--- src/rtl/ws2812_rx.sv ---
// WS2812 serial receiver: decodes one 24-bit GRB pixel into CPU-readable registers.
// Define WS2812_RX_PASSTHRU_EN to repeat pixels after the first one on dout.
module ws2812_rx #(
  parameter int CLK_FRE    = 25_175_000,
  parameter int BIT_THRESH = 15,
  parameter int MIN_HIGH   = 3,
  parameter int MAX_HIGH   = 50,
  parameter int RESET_CYC  = 1259
) (
  input  logic       clk_i,
  input  logic       rst_n_i,
  input  logic       din,
  input  logic       rx_cs,
  input  logic       wr_n,
  input  logic [1:0] reg_addr_i,
  input  logic [7:0] data_i,
  output logic [7:0] data_o,
  output logic       frame_o,
  output logic       dout
);

  localparam int CNT_MAX = (RESET_CYC > MAX_HIGH) ? RESET_CYC : MAX_HIGH;
  localparam int CNT_W   = $clog2(CNT_MAX + 2);

  localparam logic [CNT_W-1:0] THRESH_C   = CNT_W'(BIT_THRESH);
  localparam logic [CNT_W-1:0] MIN_C      = CNT_W'(MIN_HIGH);
  localparam logic [CNT_W-1:0] MAX_C      = CNT_W'(MAX_HIGH);
  localparam logic [CNT_W-1:0] RST_LAST_C = CNT_W'(RESET_CYC - 1);
  localparam logic [31:0]      CLK_FRE_W  = 32'(CLK_FRE);
  localparam logic [4:0]       FULL       = 5'd24;

  localparam logic [1:0] ST_IDLE = 2'd0;
  localparam logic [1:0] ST_HIGH = 2'd1;
  localparam logic [1:0] ST_LOW  = 2'd2;
  localparam logic [1:0] ST_ERR  = 2'd3;

  logic             din_s1_q, din_s2_q, din_prev_q;
  logic [1:0]       state_q, state_d;
  logic [CNT_W-1:0] cnt_q, cnt_d;
  logic [4:0]       bit_cnt_q, bit_cnt_d;
  logic [23:0]      shadow_q, shadow_d;
  logic [7:0]       r_q, g_q, b_q;
  logic             valid_q, valid_d, err_q, err_d, frame_q;
  logic             rise, fall, sts_wr, commit, set_err, enter_err;
  logic             unused_cfg;

  assign rise   = din_s2_q & ~din_prev_q;
  assign fall   = ~din_s2_q & din_prev_q;
  assign sts_wr = rx_cs & ~wr_n & (reg_addr_i == 2'b00);
  // Upper write-data bits and the clock frequency do not affect the logic.
  assign unused_cfg = ^{data_i[7:2], CLK_FRE_W};

  always_comb begin
    state_d   = state_q;
    cnt_d     = cnt_q;
    bit_cnt_d = bit_cnt_q;
    shadow_d  = shadow_q;
    commit    = 1'b0;
    set_err   = 1'b0;
    enter_err = 1'b0;
    case (state_q)
      ST_IDLE: begin
        if (rise) begin
          cnt_d   = '0;
          state_d = ST_HIGH;
        end
      end
      ST_HIGH: begin
        cnt_d = cnt_q + 1'b1;
        if (cnt_q > MAX_C) begin
          enter_err = 1'b1;
        end else if (fall) begin
          if (cnt_q < MIN_C) begin
            enter_err = 1'b1;
          end else begin
            cnt_d   = '0;
            state_d = ST_LOW;
            if (bit_cnt_q < FULL) begin
              shadow_d  = {shadow_q[22:0], (cnt_q >= THRESH_C)};
              bit_cnt_d = bit_cnt_q + 1'b1;
            end
          end
        end
      end
      ST_LOW: begin
        cnt_d = cnt_q + 1'b1;
        if (rise) begin
          cnt_d   = '0;
          state_d = ST_HIGH;
        end else if (cnt_q >= RST_LAST_C) begin
          state_d   = ST_IDLE;
          cnt_d     = '0;
          bit_cnt_d = '0;
          shadow_d  = '0;
          commit    = (bit_cnt_q == FULL);
          set_err   = (bit_cnt_q != FULL) && (bit_cnt_q != 5'd0);
        end
      end
      default: begin
        // Any high level restarts the required quiet period.
        if (din_s2_q) begin
          cnt_d = '0;
        end else if (cnt_q >= RST_LAST_C) begin
          cnt_d   = '0;
          state_d = ST_IDLE;
        end else begin
          cnt_d = cnt_q + 1'b1;
        end
      end
    endcase
    if (enter_err) begin
      state_d   = ST_ERR;
      cnt_d     = '0;
      bit_cnt_d = '0;
      shadow_d  = '0;
      set_err   = 1'b1;
    end
  end

  // Set events take priority over write-1-to-clear.
  assign valid_d = (valid_q & ~(sts_wr & data_i[0])) | commit;
  assign err_d   = (err_q & ~(sts_wr & data_i[1])) | set_err;

  always_ff @(posedge clk_i or negedge rst_n_i) begin
    if (!rst_n_i) begin
      din_s1_q   <= 1'b0;
      din_s2_q   <= 1'b0;
      din_prev_q <= 1'b0;
      state_q    <= ST_IDLE;
      cnt_q      <= '0;
      bit_cnt_q  <= '0;
      shadow_q   <= '0;
      r_q        <= '0;
      g_q        <= '0;
      b_q        <= '0;
      valid_q    <= 1'b0;
      err_q      <= 1'b0;
      frame_q    <= 1'b0;
    end else begin
      din_s1_q   <= din;
      din_s2_q   <= din_s1_q;
      din_prev_q <= din_s2_q;
      state_q    <= state_d;
      cnt_q      <= cnt_d;
      bit_cnt_q  <= bit_cnt_d;
      shadow_q   <= shadow_d;
      valid_q    <= valid_d;
      err_q      <= err_d;
      frame_q    <= commit;
      if (commit) begin
        g_q <= shadow_q[23:16];
        r_q <= shadow_q[15:8];
        b_q <= shadow_q[7:0];
      end
    end
  end

  always_comb begin
    case (reg_addr_i)
      2'b00:   data_o = {(state_q != ST_IDLE), 5'b0, err_q, valid_q};
      2'b01:   data_o = r_q;
      2'b10:   data_o = g_q;
      default: data_o = b_q;
    endcase
  end

  assign frame_o = frame_q;

`ifdef WS2812_RX_PASSTHRU_EN
  logic dout_q;
  always_ff @(posedge clk_i or negedge rst_n_i) begin
    if (!rst_n_i) begin
      dout_q <= 1'b0;
    end else begin
      dout_q <= din_s2_q & (bit_cnt_q == FULL) &
                ((state_q == ST_HIGH) | (state_q == ST_LOW));
    end
  end
  assign dout = dout_q;
`else
  assign dout = 1'b0;
`endif

endmodule

--- config.mk ---
export PLATFORM = sky130hd
export DESIGN_NAME = ws2812_rx
export DESIGN_NICKNAME = d
export VERILOG_FILES = /design/src/rtl/ws2812_rx.sv
export SDC_FILE = /design/constraint.sdc
export NUM_CORES = 1
export LEC_CHECK = 0
export CORE_AREA = 2 2 78 80
export CTS_CLUSTER_SIZE = 16
export DETAILED_ROUTE_END_ITERATION = 10
export DIE_AREA = 0 0 80 82
export PLACE_DENSITY = 0.83
export SKIP_LAST_GASP = 1
export SYNTH_ARGS = -nofsm -noshare
export SYNTH_HDL_FRONTEND = slang
export SYNTH_SLANG_ARGS = --single-unit
--- constraint.sdc ---
create_clock -name clk_i -period 5.9 [get_ports clk_i]
set_clock_uncertainty 0.1 [all_clocks]
set_input_delay 1.77 -clock clk_i [delete_from_list [all_inputs] [get_ports clk_i]]
set_output_delay 1.77 -clock clk_i [all_outputs]
set_load 0.01 [all_outputs]
==> flow_summary.yaml, run 1 <==
outcome:
  status: "finished, final reports clean"
run:
  drv_cap: 0
logic_synthesis:
  yosys_register_bits: 72
  postSynthCellCount: 301
  synth.largest_area_cell: "dfrtp_1"
  yosysWarnings: 0
  synth-seq-area-share: 0.510
  synthesis.nets: 324
  async_flop_share: 1.00
  synth-main-ff-cell: "dfrtp_1"
  avgSynthCellArea_um2: 11.7
  synthTopCellsByArea: "dfrtp_1 (51%), a22o_1 (7.9%), mux2_2 (5.1%), mux2_1 (4.5%), ha_1 (2.8%)"
  yosysTopAreaCellShare: 0.510
  synth.distinct_cells: 54
  synth_edf_count: 0
  synth_area_um2: 3530
global_routing:
  track_usage: 0.240
  grt_overflow: 0
  grt_max_degree: 73
  grt_pass1_vias: 2420
  grt_pass1_wl_um: 11800
  antenna_found_initial: 0
clock_network:
  cts_tree: "built"
  cts_hold_buffers: 0
  clkSlewWorstSetupHoldPaths_ns: 0.08
  cts.path.max_buffers: 2
  htree_levels: 3
  cts-resized-gates: 0
  cts_inserted_buffers: 9
  cts-root-buf: "clkbuf_8"
  clock-sinks: 72
  cts_setup_buffers: 0
  clkLatencyLatePin_ns: 0.34
drt:
  initialDrtViolationCount: 249
  dr.pass1.iters: 4
  wl_per_cell_um: 17.7
  vias_per_cell: 6.30
  antenna_left: 0
  wl_um: 6990
  vias: 2482
  drc_errors: 0
timing:
  fin_crit_sh: 0.943
  holdWs_ns: 0.252
  drv_slew: 0
  setup_tns_ns: 0
  slew_headroom: 0.390
  rsz0062_at_grt: "false"
  fin_crit_ns: 5.56
  fmax_mhz: 180
  hold_viol_final: 0
  setup_viol_count_final: 0
  tightest_slew_ns: 0.914
critical_path:
  cpMaxStageDelayCell: "clkdlybuf4s50_1"
  rr_worst_depth: 6
  cp.arrival_ns: 3.69
  rrSetupSlack_ns: 2.97
  start_kind: "input port"
  reg2reg_to: "g_q[4]"
  path_max_fanout: 10
  cp_num_cells: 4
  cp_common_cell: "clkdlybuf4s50_1"
  crit_chain: "clkdlybuf4s50_1 -> nor2b_1 -> a22o_1 -> clkdlybuf4s50_1"
  path_class: "input port to output pin"
  cp_data_required_time_ns: 4.03
  r2r_start: "cnt_q[5]"
  max_stage_delay_ns: 0.80
  crit_path_end_kind: "output pin"
  critPathTopFamily: "buffers and inverters"
  critical_path_buf_inv_count: 2
floorplanning:
  core_area_um2: 5750
  num_rows: 28
  fp.dieH_um: 82
  dieArea_um2: 6560
  die_w_um: 80
  io_pins: 25
  start_util: 0.615
min_path:
  whs_endpoint: "din_s2_q"
  hp-start: "din_s1_q"
  holdPathStages: 0
  min_path_type: "register to register"
pwr:
  power_density_nw_per_um2: 378
  p_leak_nw: 1.82
  ir_worst_vdd_mv: 0.241
placement:
  numPortBuffers: 17
  dpl.hpwl_um: 4580
  place_congestion: 0.886
finish:
  fillers: 430
  fin_nets: 337
  area_delta_synth_final_pct: 9.98
  final_common_cell: "dfrtp_1"
  final_cell_mix: "dfrtp_1 (72), a22o_1 (32), nand2_1 (19)"
  layout-drive-gt1-share: 0.157
  n_antenna_cell: 0
[logic make-up (layout without fill, tap and decap cells)]
| group | after synthesis | after routing | synth area share |
|---|---|---|---|
| other | 1 | 1 | 0.00106 |
| XOR/XNOR | 1 | 1 | 0.00248 |
| AO/OA/AOI/OAI | 77 | 77 | 0.176 |
| AND/OR/NAND/NOR | 73 | 73 | 0.111 |
| flip-flops | 72 | 72 | 0.510 |
| adder cells (fa/ha/maj) | 8 | 8 | 0.0283 |
| multiplexers | 36 | 36 | 0.123 |
| buffers and inverters | 33 | 51 | 0.0481 |
[cells in the mapped netlist, drive strengths merged (2+ instances only)]
cell and instances:
a22oi 3, nand2 20, or4 4, a21oi 7, nor2 14, and3 2
nand2b 3, mux4 3, nand3 13, dfrtp 72, o21ai 12, a22o 32
a31oi 3, nor2b 4, inv 16, mux2i 3, o31ai 4, clkbuf 6
buf 11, or2 2, nor3 4, ha 8, o31a 2, nand4 3
a21o 3, mux2 30
[power by group]
part	total (mW)	internal (mW)	switching (mW)	leakage, nW
combinational	0.518	0.181	0.337	0.745
clock	0.380	0.195	0.185	0.0856
sequential	0.572	0.527	0.0451	0.985
[layout make-up]
class,count,area [um2],area share
Sequential cell,72,1800,0.463
Multi-Input combinational cell,196,1560,0.402
Timing Repair Buffer,19,180,0.0463
Clock buffer,11,131,0.0338
Tap cell,75,93.8,0.0241
Inverter,16,60.1,0.0154
Clock inverter,5,57.6,0.0148
[metal layers]
| metal | wire, um | up-vias | part of all wire | GRT usage |
|---|---|---|---|---|
| li1 | - | 1133 | - | - |
| met3 | 362 | 15 | 0.052 | 0.0604 |
| met5 | 0 | - | 0 | 0 |
| met1 | 3280 | 1249 | 0.47 | 0.354 |
| met4 | 106 | 0 | 0.015 | 0.0932 |
| met2 | 3240 | 85 | 0.46 | 0.344 |
[flip-flops by register name, summed over array words and instances (netlist names)]
name,flops
r_q,8
cnt_q,11
bit_cnt_q,5
err_q,1
state_q,2
g_q,8
din_s2_q,1
valid_q,1
b_q,8
shadow_q,24
frame_o,1
din_s1_q,1
din_prev_q,1
[worst max-delay path by stage]
stage | startpoint | to | slack (ns)
4_1_cts | reg_addr_i[1] | data_o[4] | 0.32
3_3_place_gp | reg_addr_i[1] | data_o[2] | 0.34
6_report | reg_addr_i[1] | data_o[4] | 0.34
2_1_floorplan | reg_addr_i[1] | data_o[2] | 1.30
3_5_place_dp | reg_addr_i[1] | data_o[4] | 0.33
5_1_grt | reg_addr_i[1] | data_o[4] | 0.22
[through the flow]
| stage | util | instances | power [mW] | cell area (um2) | setup slack (ns) |
|---|---|---|---|---|---|
| final | 0.677 | 394 | 1.47 | 3890 | 0.337 |
| after global routing | 0.677 | 394 | 1.57 | 3890 | 0.217 |
| after CTS | 0.677 | 394 | 1.47 | 3890 | 0.323 |
| after detailed placement | 0.644 | 378 | 1.09 | 3700 | 0.328 |
| after global placement | 0.644 | 378 | 1.08 | 3700 | 0.336 |
| after floorplan | - | 301 | 1.01 | 3530 | 1.30 |
Power figures use the tool's default switching activity.
==> inputs of run 2 (changes only) <==
CORE_AREA = 2 2 100 64   (was 2 2 78 80)
DIE_AREA = 0 0 102 66   (was 0 0 80 82)
PLACE_DENSITY = 0.82   (was 0.83)
==> run 2 against run 1 <==
Maximum frequency decreased by 2.6%. Combinational power is 2% higher. Total power is 4.0% higher. Final area rose by 0.93%. Largest power group unchanged.
==> flow_summary.yaml, run 2 (synthesis gave the netlist of run 1 again) <==
global_routing:
  track_usage: 0.238
  grt_max_degree: 73
  grt_overflow: 0
  grt_pass1_wl_um: 12100
  antenna_found_initial: 0
  grt_pass1_vias: 2346
timing:
  setup_viol_count_final: 0
  fmax_mhz: 175
  fin_crit_sh: 0.968
  slew_headroom: 0.386
  hold_viol_final: 0
  fin_crit_ns: 5.71
  drv_slew: 0
  rsz0062_at_grt: "false"
  tightest_slew_ns: 0.921
  setup_tns_ns: 0
  holdWs_ns: 0.251
finish:
  multi_input_area_um2: 1560
  final_cell_mix: "dfrtp_1 (72), a22o_1 (32), nand2_1 (19)"
  largest-register: "shadow_q"
  layout-drive-gt1-share: 0.158
  final_common_cell: "dfrtp_1"
  n_antenna_cell: 0
  area_delta_synth_final_pct: 11.0
  reg_top3: "shadow_q x24, cnt_q x11"
  utilization: 0.672
  ff_latch_area_um2: 1800
  fin_nets: 336
  largest_reg_flops: 24
  fillers: 444
drt:
  drc_errors: 0
  dr.pass1.iters: 4
  wl_per_cell_um: 18.0
  antenna_left: 0
  wl_um: 7230
  vias: 2468
  initialDrtViolationCount: 206
  vias_per_cell: 6.15
pwr:
  ir_worst_vdd_mv: 0.225
  power_mw: 1.53
  switching_share: 0.375
  power.internal_uw: 955
  p_seq_frac: 0.374
  p_leak_nw: 1.83
  combPwrFrac: 0.344
  p_switching_uw: 573
  clkPwrFrac: 0.281
  power_density_nw_per_um2: 389
critical_path:
  start_kind: "input port"
  rrSetupSlack_ns: 2.94
  cp-endpoint: "data_o[5]"
  cp_data_required_time_ns: 4.03
  r2r_start: "cnt_q[5]"
  path_max_fanout: 10
  crit_start: "reg_addr_i[1]"
  crit_path_end_kind: "output pin"
  rr_worst_depth: 6
  cp.arrival_ns: 3.84
  reg2reg_to: "r_q[3]"
  path_class: "input port to output pin"
floorplanning:
  core_area_um2: 5840
  die_w_um: 102
  fp.dieH_um: 66
  dieArea_um2: 6730
  num_rows: 22
  io_pins: 25
  start_util: 0.606
clock_network:
  cts.path.max_buffers: 2
  cts_hold_buffers: 0
  clkSlewWorstSetupHoldPaths_ns: 0.07
  clkLatencyLatePin_ns: 0.35
  cts-resized-gates: 0
  cts-root-buf: "clkbuf_8"
  cts_tree: "built"
  htree_levels: 3
  clock-sinks: 72
  cts_setup_buffers: 0
  cts_inserted_buffers: 9
placement:
  numPortBuffers: 17
  dpl.hpwl_um: 4820
  place_congestion: 0.867
run:
  drv_cap: 0
min_path:
  min_path_type: "register to register"
outcome:
  status: "finished, final reports clean"
## run 2: critical path, cell delays in order
cell             delay, ns
clkdlybuf4s50_1       0.84
nor2b_1               0.45
a22o_1                0.23
clkdlybuf4s50_1       0.54
## run 2: power by group through the flow
| stage | Combinational (mW) | Sequential (mW) | Clock [mW] |
|---|---|---|---|
| floorplan | 0.442 | 0.570 | 0 |
| global placement | 0.510 | 0.579 | 0 |
| detailed placement | 0.521 | 0.582 | 0 |
| CTS | 0.522 | 0.572 | 0.438 |
| global route | 0.587 | 0.578 | 0.458 |
| finish | 0.526 | 0.572 | 0.430 |
## run 2: layout make-up
type                       instances  area share
sequential                        72       0.459
inverter                          16      0.0153
clock inverter                     5      0.0207
clock buffer                      10      0.0351
multi-input combinational        196       0.398
timing repair buffer              18      0.0446
tap                               84      0.0268
## run 2: worst min-delay path by stage
stage	startpoint	to	slack (ns)	cells after the start
floorplan	din_s1_q	din_s2_q	0.23	0
detailed placement	din_s1_q	din_s2_q	0.23	0
global placement	din_s1_q	din_s2_q	0.23	0
CTS	din_s1_q	din_s2_q	0.25	0
global route	din_s1_q	din_s2_q	0.26	0
finish	din_s1_q	din_s2_q	0.25	0
## run 2: through the flow
| stage | cell area [um2] | setup slack, ns | std cells |
|---|---|---|---|
| finish | 3920 | 0.187 | 401 |
| global route | 3920 | 0.101 | 401 |
| CTS | 3920 | 0.211 | 401 |
| detailed placement | 3700 | 0.271 | 386 |
| global placement | 3700 | 0.331 | 386 |
| floorplan | 3530 | 1.30 | 301 |
## run 2: metal layers
metal | part of all wire | vias to the layer above | GRT usage
li1 | - | 1128 | -
met1 | 0.49 | 1232 | 0.369
met2 | 0.42 | 100 | 0.327
met3 | 0.082 | 8 | 0.0803
met4 | 0.0065 | 0 | 0.0367
met5 | 0 | - | 0
==> inputs of run 3 (changes only) <==
SETUP_SLACK_MARGIN = 0.2   (was default)
==> run 3 against run 2 <==
Die area is the same. Largest cell class unchanged. Final area barely moved. Global-route usage unchanged.
==> flow_summary.yaml, run 3 (synthesis gave the netlist of run 1 again) <==
outcome:
  status: "finished, final reports clean"
floorplanning:
  start_util: 0.606
  io_pins: 25
  core_area_um2: 5840
  die_w_um: 102
  num_rows: 22
  fp.dieH_um: 66
  dieArea_um2: 6730
critical_path:
  path_class: "input port to output pin"
  rrSetupSlack_ns: 2.94
  crit_path_end_kind: "output pin"
  cp.arrival_ns: 3.70
  path_max_fanout: 10
  cp_data_required_time_ns: 4.03
  start_kind: "input port"
timing:
  slew_headroom: 0.384
  tightest_slew_ns: 0.925
  fin_crit_ns: 5.57
  setup_tns_ns: 0
  hold_viol_final: 0
  rsz0062_at_grt: "false"
  drv_slew: 0
  fmax_mhz: 180
  setup_viol_count_final: 0
  fin_crit_sh: 0.943
global_routing:
  grt_pass1_vias: 2346
  antenna_found_initial: 0
  grt_pass1_wl_um: 12100
  grt_max_degree: 73
  grt_overflow: 0
  track_usage: 0.238
clock_network:
  cts.path.max_buffers: 2
  cts-root-buf: "clkbuf_8"
  cts_hold_buffers: 0
  clkLatencyLatePin_ns: 0.35
  clock-sinks: 72
  htree_levels: 3
  clkSlewWorstSetupHoldPaths_ns: 0.07
  cts_inserted_buffers: 9
  cts_tree: "built"
drt:
  drc_errors: 0
  antenna_left: 0
  vias: 2460
  wl_um: 7260
  vias_per_cell: 6.13
  dr.pass1.iters: 4
  initialDrtViolationCount: 206
  wl_per_cell_um: 18.1
pwr:
  p_leak_nw: 1.84
  power_density_nw_per_um2: 390
  ir_worst_vdd_mv: 0.226
finish:
  layout-drive-gt1-share: 0.158
  utilization: 0.673
  n_antenna_cell: 0
  fin_nets: 336
  reg_top3: "shadow_q x24, cnt_q x11"
  largest-register: "shadow_q"
  area_delta_synth_final_pct: 11.1
  final_common_cell: "dfrtp_1"
  final_cell_mix: "dfrtp_1 (72), a22o_1 (32), nand2_1 (19), mux2_2 (16), inv_1 (16)"
  largest_reg_flops: 24
min_path:
  min_path_type: "register to register"
placement:
  numPortBuffers: 17
  place_congestion: 0.867
  dpl.hpwl_um: 4820
run:
  drv_cap: 0
[run 3: cell types whose count changed in the layout (fill, tap and decap cells not counted)]
cell / change
dlymetal6s2s_1: +1
clkdlybuf4s50_1: -1
[run 3: layout make-up]
class                      count  area, um2
sequential                    72       1800
clock inverter                 5       81.3
timing repair buffer          18        178
tap                           84        105
multi-input combinational    196       1560
fill                         443       1910
inverter                      16       60.1
clock buffer                  10        138
[run 3: final timing paths]
| check | startpoint | to | cells past startpoint |
|---|---|---|---|
| min | din_s1_q | din_s2_q | 0 |
| max reg2reg | cnt_q[5] | r_q[3] | 6 |
| min in group asynchronous | rst_n_i | cnt_q[4] | 1 |
| max in group asynchronous | rst_n_i | r_q[7] | 1 |
| min reg2reg | din_s1_q | din_s2_q | 0 |
| max | reg_addr_i[0] | data_o[5] | 4 |
[run 3: report_power, final]
| group | switching [mW] | internal, mW | leakage (nW) |
|---|---|---|---|
| logic | 0.348 | 0.181 | 0.750 |
| clock network | 0.183 | 0.247 | 0.108 |
| registers | 0.0458 | 0.527 | 0.985 |
[run 3: metrics by stage]
stage          area, um2  std cells  power [mW]  setup WS [ns]  hold slack [ns]
6_report            3930        401        1.53          0.334            0.251
5_1_grt             3930        401        1.62          0.239            0.255
4_1_cts             3920        401        1.53          0.211            0.250
3_5_place_dp        3700        386        1.10          0.271            0.235
3_3_place_gp        3700        386        1.09          0.331            0.235
2_1_floorplan       3530        301        1.01           1.30            0.231
[run 3: metal layers]
metal	vias up	GRT usage	share of wire
met5	-	0	0
met4	0	0.0367	0.0061
met3	6	0.0803	0.075
met2	98	0.327	0.42
met1	1227	0.369	0.50
li1	1129	-	-
[run 3: worst max-delay path, stage by stage]
cell and delay [ns]:
clkdlybuf4s50_1 0.67, nor2b_1 0.48, a22o_1 0.23, clkdlybuf4s50_1 0.54
[run 3: timing repair]
action	4_1_cts	5_1_grt
setup buffers	0	0
endpoints found under the setup margin	0	5
gates resized for setup	0	1
hold endpoints to repair	0	0
